==> src/rtl/flag_pkg.sv <==
// rtl/flag_pkg.sv - flag bit indices, opcode constants and shared enums for the flag/branch path
package flag_pkg;

    localparam int FLAG_Z = 0;
    localparam int FLAG_O = 1;
    localparam int FLAG_N = 2;
    localparam int FLAG_C = 3;
    localparam int FLAG_I = 4;
    localparam int FLAG_A = 5;

    localparam logic [1:0] OP_BR_MSB = 2'b10;
    localparam logic [4:0] OP_RETI   = 5'h18;
    localparam logic [4:0] OP_LDFI   = 5'h19;
    localparam logic [4:0] OP_MOVF   = 5'h1A;

    typedef enum logic [2:0] {
        COND_AL = 3'd0,
        COND_Z  = 3'd1,
        COND_NZ = 3'd2,
        COND_C  = 3'd3,
        COND_NC = 3'd4,
        COND_N  = 3'd5,
        COND_O  = 3'd6,
        COND_LT = 3'd7
    } cond_e;

    typedef enum logic {
        RUN   = 1'b0,
        FLUSH = 1'b1
    } fbc_state_e;

endpackage

==> src/rtl/branch_cond_eval.sv <==
// rtl/branch_cond_eval.sv - combinational branch condition evaluation against the flag register
module branch_cond_eval
    import flag_pkg::*;
(
    input  logic [7:0] flags,
    input  cond_e      cond,
    output logic       taken
);

    // I, A and the spare bits never influence a branch decision
    logic unused_flags;
    assign unused_flags = ^flags[7:4];

    always_comb begin
        taken = 1'b0;
        case (cond)
            COND_AL: taken = 1'b1;
            COND_Z:  taken = flags[FLAG_Z];
            COND_NZ: taken = ~flags[FLAG_Z];
            COND_C:  taken = flags[FLAG_C];
            COND_NC: taken = ~flags[FLAG_C];
            COND_N:  taken = flags[FLAG_N];
            COND_O:  taken = flags[FLAG_O];
            COND_LT: taken = flags[FLAG_N] ^ flags[FLAG_O];
            default: taken = 1'b0;
        endcase
    end

endmodule

==> src/rtl/flag_branch_ctrl.sv <==
// rtl/flag_branch_ctrl.sv - PC owner: conditional branches, RETI and maskable irq with one-cycle flush
// Optional taken-branch counter enabled by FLAG_BRANCH_PERF_EN.
module flag_branch_ctrl
    import flag_pkg::*;
#(
    parameter int              PC_W     = 8,
    parameter logic [PC_W-1:0] RESET_PC = 'h00,
    parameter logic [PC_W-1:0] IRQ_VEC  = 'hF0
) (
    input  logic            clk,
    input  logic            rst_n,
    input  logic            instr_valid,
    input  logic [4:0]      i,
    input  logic [7:0]      imm,
    input  logic [7:0]      flags,
    input  logic            stall,
    input  logic            irq,
    output logic [PC_W-1:0] pc,
    output logic            flush,
    output logic            irq_ack,
    output logic            clr_i,
    output logic [PC_W-1:0] epc
`ifdef FLAG_BRANCH_PERF_EN
    ,
    output logic [15:0]     br_taken_cnt
`endif
);

    fbc_state_e      state_q, state_d;
    logic [PC_W-1:0] pc_d, epc_d, imm_ext;
    logic            flush_d, ack_d;
    logic            is_br, is_reti, cond_taken, irq_take, redirect;

    assign is_br    = instr_valid && (i[4:3] == OP_BR_MSB);
    assign is_reti  = instr_valid && (i == OP_RETI);
    assign imm_ext  = PC_W'($signed(imm));
    assign irq_take = (state_q == RUN) && irq && flags[FLAG_I];
    // Taken branch or RETI actually redirecting (irq entry pre-empts both)
    assign redirect = !stall && (state_q == RUN) && !irq_take &&
                      ((is_br && cond_taken) || is_reti);

    branch_cond_eval u_cond (
        .flags (flags),
        .cond  (cond_e'(i[2:0])),
        .taken (cond_taken)
    );

    always_comb begin
        state_d = state_q;
        pc_d    = pc;
        epc_d   = epc;
        flush_d = flush;
        ack_d   = 1'b0;
        if (!stall) begin
            flush_d = 1'b0;
            case (state_q)
                RUN: begin
                    if (irq_take) begin
                        epc_d   = pc;
                        pc_d    = IRQ_VEC;
                        ack_d   = 1'b1;
                        flush_d = 1'b1;
                        state_d = FLUSH;
                    end else if (is_br && cond_taken) begin
                        pc_d    = pc + imm_ext;
                        flush_d = 1'b1;
                        state_d = FLUSH;
                    end else if (is_reti) begin
                        pc_d    = epc;
                        flush_d = 1'b1;
                        state_d = FLUSH;
                    end else begin
                        pc_d = pc + PC_W'(1);
                    end
                end
                FLUSH: begin
                    pc_d    = pc + PC_W'(1);
                    state_d = RUN;
                end
                default: state_d = RUN;
            endcase
        end
    end

    always_ff @(posedge clk) begin
        if (!rst_n) begin
            state_q <= RUN;
            pc      <= RESET_PC;
            epc     <= '0;
            flush   <= 1'b0;
            irq_ack <= 1'b0;
            clr_i   <= 1'b0;
        end else begin
            state_q <= state_d;
            pc      <= pc_d;
            epc     <= epc_d;
            flush   <= flush_d;
            irq_ack <= ack_d;
            clr_i   <= ack_d;
        end
    end

`ifdef FLAG_BRANCH_PERF_EN
    always_ff @(posedge clk) begin
        if (!rst_n) begin
            br_taken_cnt <= '0;
        end else if (redirect && (br_taken_cnt != 16'hFFFF)) begin
            br_taken_cnt <= br_taken_cnt + 16'd1;
        end
    end
`else
    logic unused_redirect;
    assign unused_redirect = redirect;
`endif

endmodule

==> config.mk <==
export PLATFORM = sky130hd
export DESIGN_NAME = flag_branch_ctrl
export DESIGN_NICKNAME = d
export VERILOG_FILES = /design/src/rtl/flag_pkg.sv /design/src/rtl/branch_cond_eval.sv /design/src/rtl/flag_branch_ctrl.sv
export SDC_FILE = /design/constraint.sdc
export NUM_CORES = 1
export LEC_CHECK = 0
export ABC_CLOCK_PERIOD_IN_PS = 2550
export CAP_MARGIN = 10
export CORE_ASPECT_RATIO = 0.75
export CORE_MARGIN = 5
export CORE_UTILIZATION = 47
export CTS_BUF_LIST = sky130_fd_sc_hd__clkbuf_8
export CTS_CLUSTER_SIZE = 20
export DETAILED_ROUTE_END_ITERATION = 16
export GPL_TIMING_DRIVEN = 0
export HOLD_SLACK_MARGIN = 0.03
export PLACE_DENSITY = 0.86
export SLEW_MARGIN = 20
export SYNTH_ARGS = -nofsm -noshare
export SYNTH_HDL_FRONTEND = slang
export SYNTH_SLANG_ARGS = --single-unit
==> constraint.sdc <==
create_clock -name clk -period 2.55 [get_ports clk]
set_clock_uncertainty 0.15 [all_clocks]
set_input_delay 0.51 -clock clk [delete_from_list [all_inputs] [get_ports clk]]
set_output_delay 0.51 -clock clk [all_outputs]
set_load 0.05 [all_outputs]
==> results.py <==
metrics = {
    "synthesis": {
        "synthTopCellsByArea": "dfxtp_1, nand2_1, ha_1",
        "synth_fp_nets": 210,
        "seq_area_frac_synth_pct": 26.5,
        "async_reset_ff_share_pct": 0,
        "avgSynthCellArea_sq_um": 7.76,
        "synth_cell_types": 45,
        "synth.cell_area_sq_um": 1360,
        "yosys_most_used_dff": "dfxtp_1",
        "synth_area_leader_cell": "dfxtp_1",
        "yosys_register_bits": 18,
        "netlist_instances": 175,
        "synth_edf_count": 0,
        "synth_top_area_share_pct": 26.5,
        "yosysWarnings": 0,
    },
    "placed_design": {
        "place_congestion": 0.898,
        "post-place-cells": 252,
        "hpwlAfterDp_mm": 3.22,
        "pre_cts_slack_ns": -0.306,
        "placement.io_buffers": 41,
    },
    "global_route": {
        "grt_use_total_pct": 21.5,
        "first_global_vias": 1532,
        "overflow": 0,
        "grt_pass1_wl_mm": 7.11,
        "antenna_found_initial": 0,
        "grt_max_degree": 11,
    },
    "drt": {
        "antenna_left": 0,
        "wl_mm": 4.28,
        "drt_first_pass_iters": 4,
        "via_per_inst": 5.88,
        "drcViolationCount": 0,
        "drtIter0Drc": 122,
        "vias": 1499,
        "wire_per_inst_microns": 16.8,
    },
    "worst_hold_path": {
        "min_path_type": "reg2reg",
    },
    "setup_path": {
        "crit_fanout": 3,
        "crit_required_ns": 2.59,
        "critPathArrivalTime_ns": 2.53,
        "worst-setup-path-type": "in2reg",
        "start_kind": "primary input",
        "crit_path_end_kind": "flop",
    },
    "power_and_ir_drop": {
        "ir_drop_mv": 0.337,
        "power_leakage_nw": 0.712,
        "power_uw": 800,
        "pwr_density_cell_nw_per_um2": 423,
    },
    "sta": {
        "setup_viol": 0,
        "max_slew.worst_pin.slew_ns": 1.09,
        "fin_ws_ns": 0.0612,
        "rsz0062_at_grt": "yes",
        "period_needed_ns": 2.49,
        "drv_slew": 0,
        "hold_viol": 0,
        "maxSlewHeadroom_pct": 26.6,
        "fin_crit_sh_pct": 97.6,
        "max_freq_ghz": 0.402,
        "whs_ns": 0.340,
    },
    "clock_network": {
        "clock-root-buffer": "clkbuf_8",
        "numCtsBuffers": 3,
        "clk_latency_ns": 0.25,
        "ctsLongestPathBuffers": 2,
        "htreeDepth": 1,
        "cts_tree": "built",
        "ctsHoldBuffers": 0,
        "cts.clk_slew.worst_paths_ns": 0.07,
        "clock_sinks": 18,
    },
    "job": {
        "cap_violations": 0,
    },
    "layout": {
        "diodes": 0,
        "regArea_sq_um": 360,
        "layout.cells.non_filler": 255,
        "multi_input_area_sq_um": 966,
        "drive_gt1_share_pct": 8.68,
        "nets": 256,
        "fill_cells": 208,
        "syn_to_final_growth_pct": 39.2,
    },
    "floorplanning": {
        "die_y_microns": 56.6,
        "core_area_sq_um": 2680,
        "ios": 45,
        "initial_core_util_pct": 50.7,
        "die_area_sq_um": 4080,
        "die_w_microns": 72.1,
        "num_rows": 16,
    },
    "run_status": {
        "outcome": "finished clean",
    },
}
layout make-up:
cell class / count / share of cell area (%)
Buffer: 9 / 2.45
Clock buffer: 3 / 2.18
Sequential cell: 18 / 19.0
Multi-Input combinational cell: 142 / 51.1
Timing Repair Buffer: 41 / 21.7
Inverter: 6 / 1.19
Tap cell: 36 / 2.38
cell usage after synthesis (2+ instances only):
cell / n
o221ai_1: 2
o22ai_1: 2
ha_1: 8
nor4b_1: 2
clkbuf_1: 7
a221oi_1: 2
a31oi_1: 2
xor2_1: 4
nor2_1: 12
dfxtp_1: 18
nand3_1: 8
a21oi_1: 7
inv_1: 6
o21a_1: 3
and3_1: 2
mux2i_1: 3
o211ai_1: 2
o21ai_0: 12
nand2_1: 30
nor3_1: 3
xnor2_1: 4
a21boi_0: 11
nand4_1: 3
metrics by stage:
stage | instance area [sq um] | TNS, ns | util [%]
floorplan | 1360 | 0 | -
global route | 1890 | -0.00626 | 70.5
CTS | 1860 | 0 | 69.3
global placement | 1810 | -0.631 | 67.6
detailed placement | 1810 | -1.26 | 67.6
finish | 1890 | 0 | 70.5
timing repair:
| action | CTS | global route |
|---|---|---|
| endpoints found under the setup margin | 2 | 4 |
| endpoints found under the hold margin | 0 | 0 |
| buffers inserted | 0 | 0 |
| resized for setup | 2 | 9 |
| pin swaps | 0 | 1 |
final timing paths:
path,start,to,slack [ns],cells past startpoint
max,imm[0],pc[6]$_SDFFE_PN0N_,0.06,9
min,epc[1]$_SDFFE_PN0P_,epc[1]$_SDFFE_PN0P_,0.34,2
max reg2reg,pc[0]$_SDFFE_PN0N_,pc[6]$_SDFFE_PN0N_,0.28,8
min reg2reg,epc[1]$_SDFFE_PN0P_,epc[1]$_SDFFE_PN0P_,0.34,2
cell families after synthesis:
kind of cell	share of synthesized area (%)
flops	26.5
xor+xnor	5.16
simple gates	21.2
mux	3.04
compound gates	30.3
fa+ha+maj	8.84
buf+inv	4.97
where the power goes:
part | total [mW] | internal, mW | leakage [nW] | switching, mW
clock network | 0.202 | 0.105 | 0.0216 | 0.0971
registers | 0.319 | 0.294 | 0.147 | 0.0245
logic | 0.279 | 0.124 | 0.544 | 0.155
registers in the layout (all words and copies together), names as in the netlist:
| register | count |
|---|---|
| clr_i | 1 |
| pc | 8 |
| flush | 1 |
| epc | 8 |
worst max-delay path: stages:
cell and delay [ns]:
clkdlybuf4s50_1 0.41, ha_2 0.22, fa_2 0.35, nand3_1 0.10, a21boi_0 0.11, o21a_1 0.19
o21a_1 0.17, o32a_1 0.34, a21boi_2 0.13
metal layers:
metal	wire length [microns]	track usage, %	vias up	share of wire (%)
met4	23	4.02	0	0.54
met1	1790	28.8	682	42
met5	0	0	-	0
met3	409	4.81	4	9.6
li1	-	-	733	-
met2	2060	35.0	80	48
placed cells by master (no fill, tap or decap), drive strengths merged, types with 2 or more instances in the layout:
master and n:
clkdlybuf4s50 41, nand2 30, dfxtp 18, nor2 12, o21ai 12, a21boi 12, clkbuf 10, nand3 8
ha 8, a21oi 7, inv 6, xnor2 4, xor2 4, nor3 3, o21a 3, nand4 3
mux2i 3, nor4b 2, and3 2, o22ai 2, o221ai 2, o211ai 2, a31oi 2, o31ai 2
buf 2, a221oi 2, a21o 2
(Power assumes the default switching activity.)
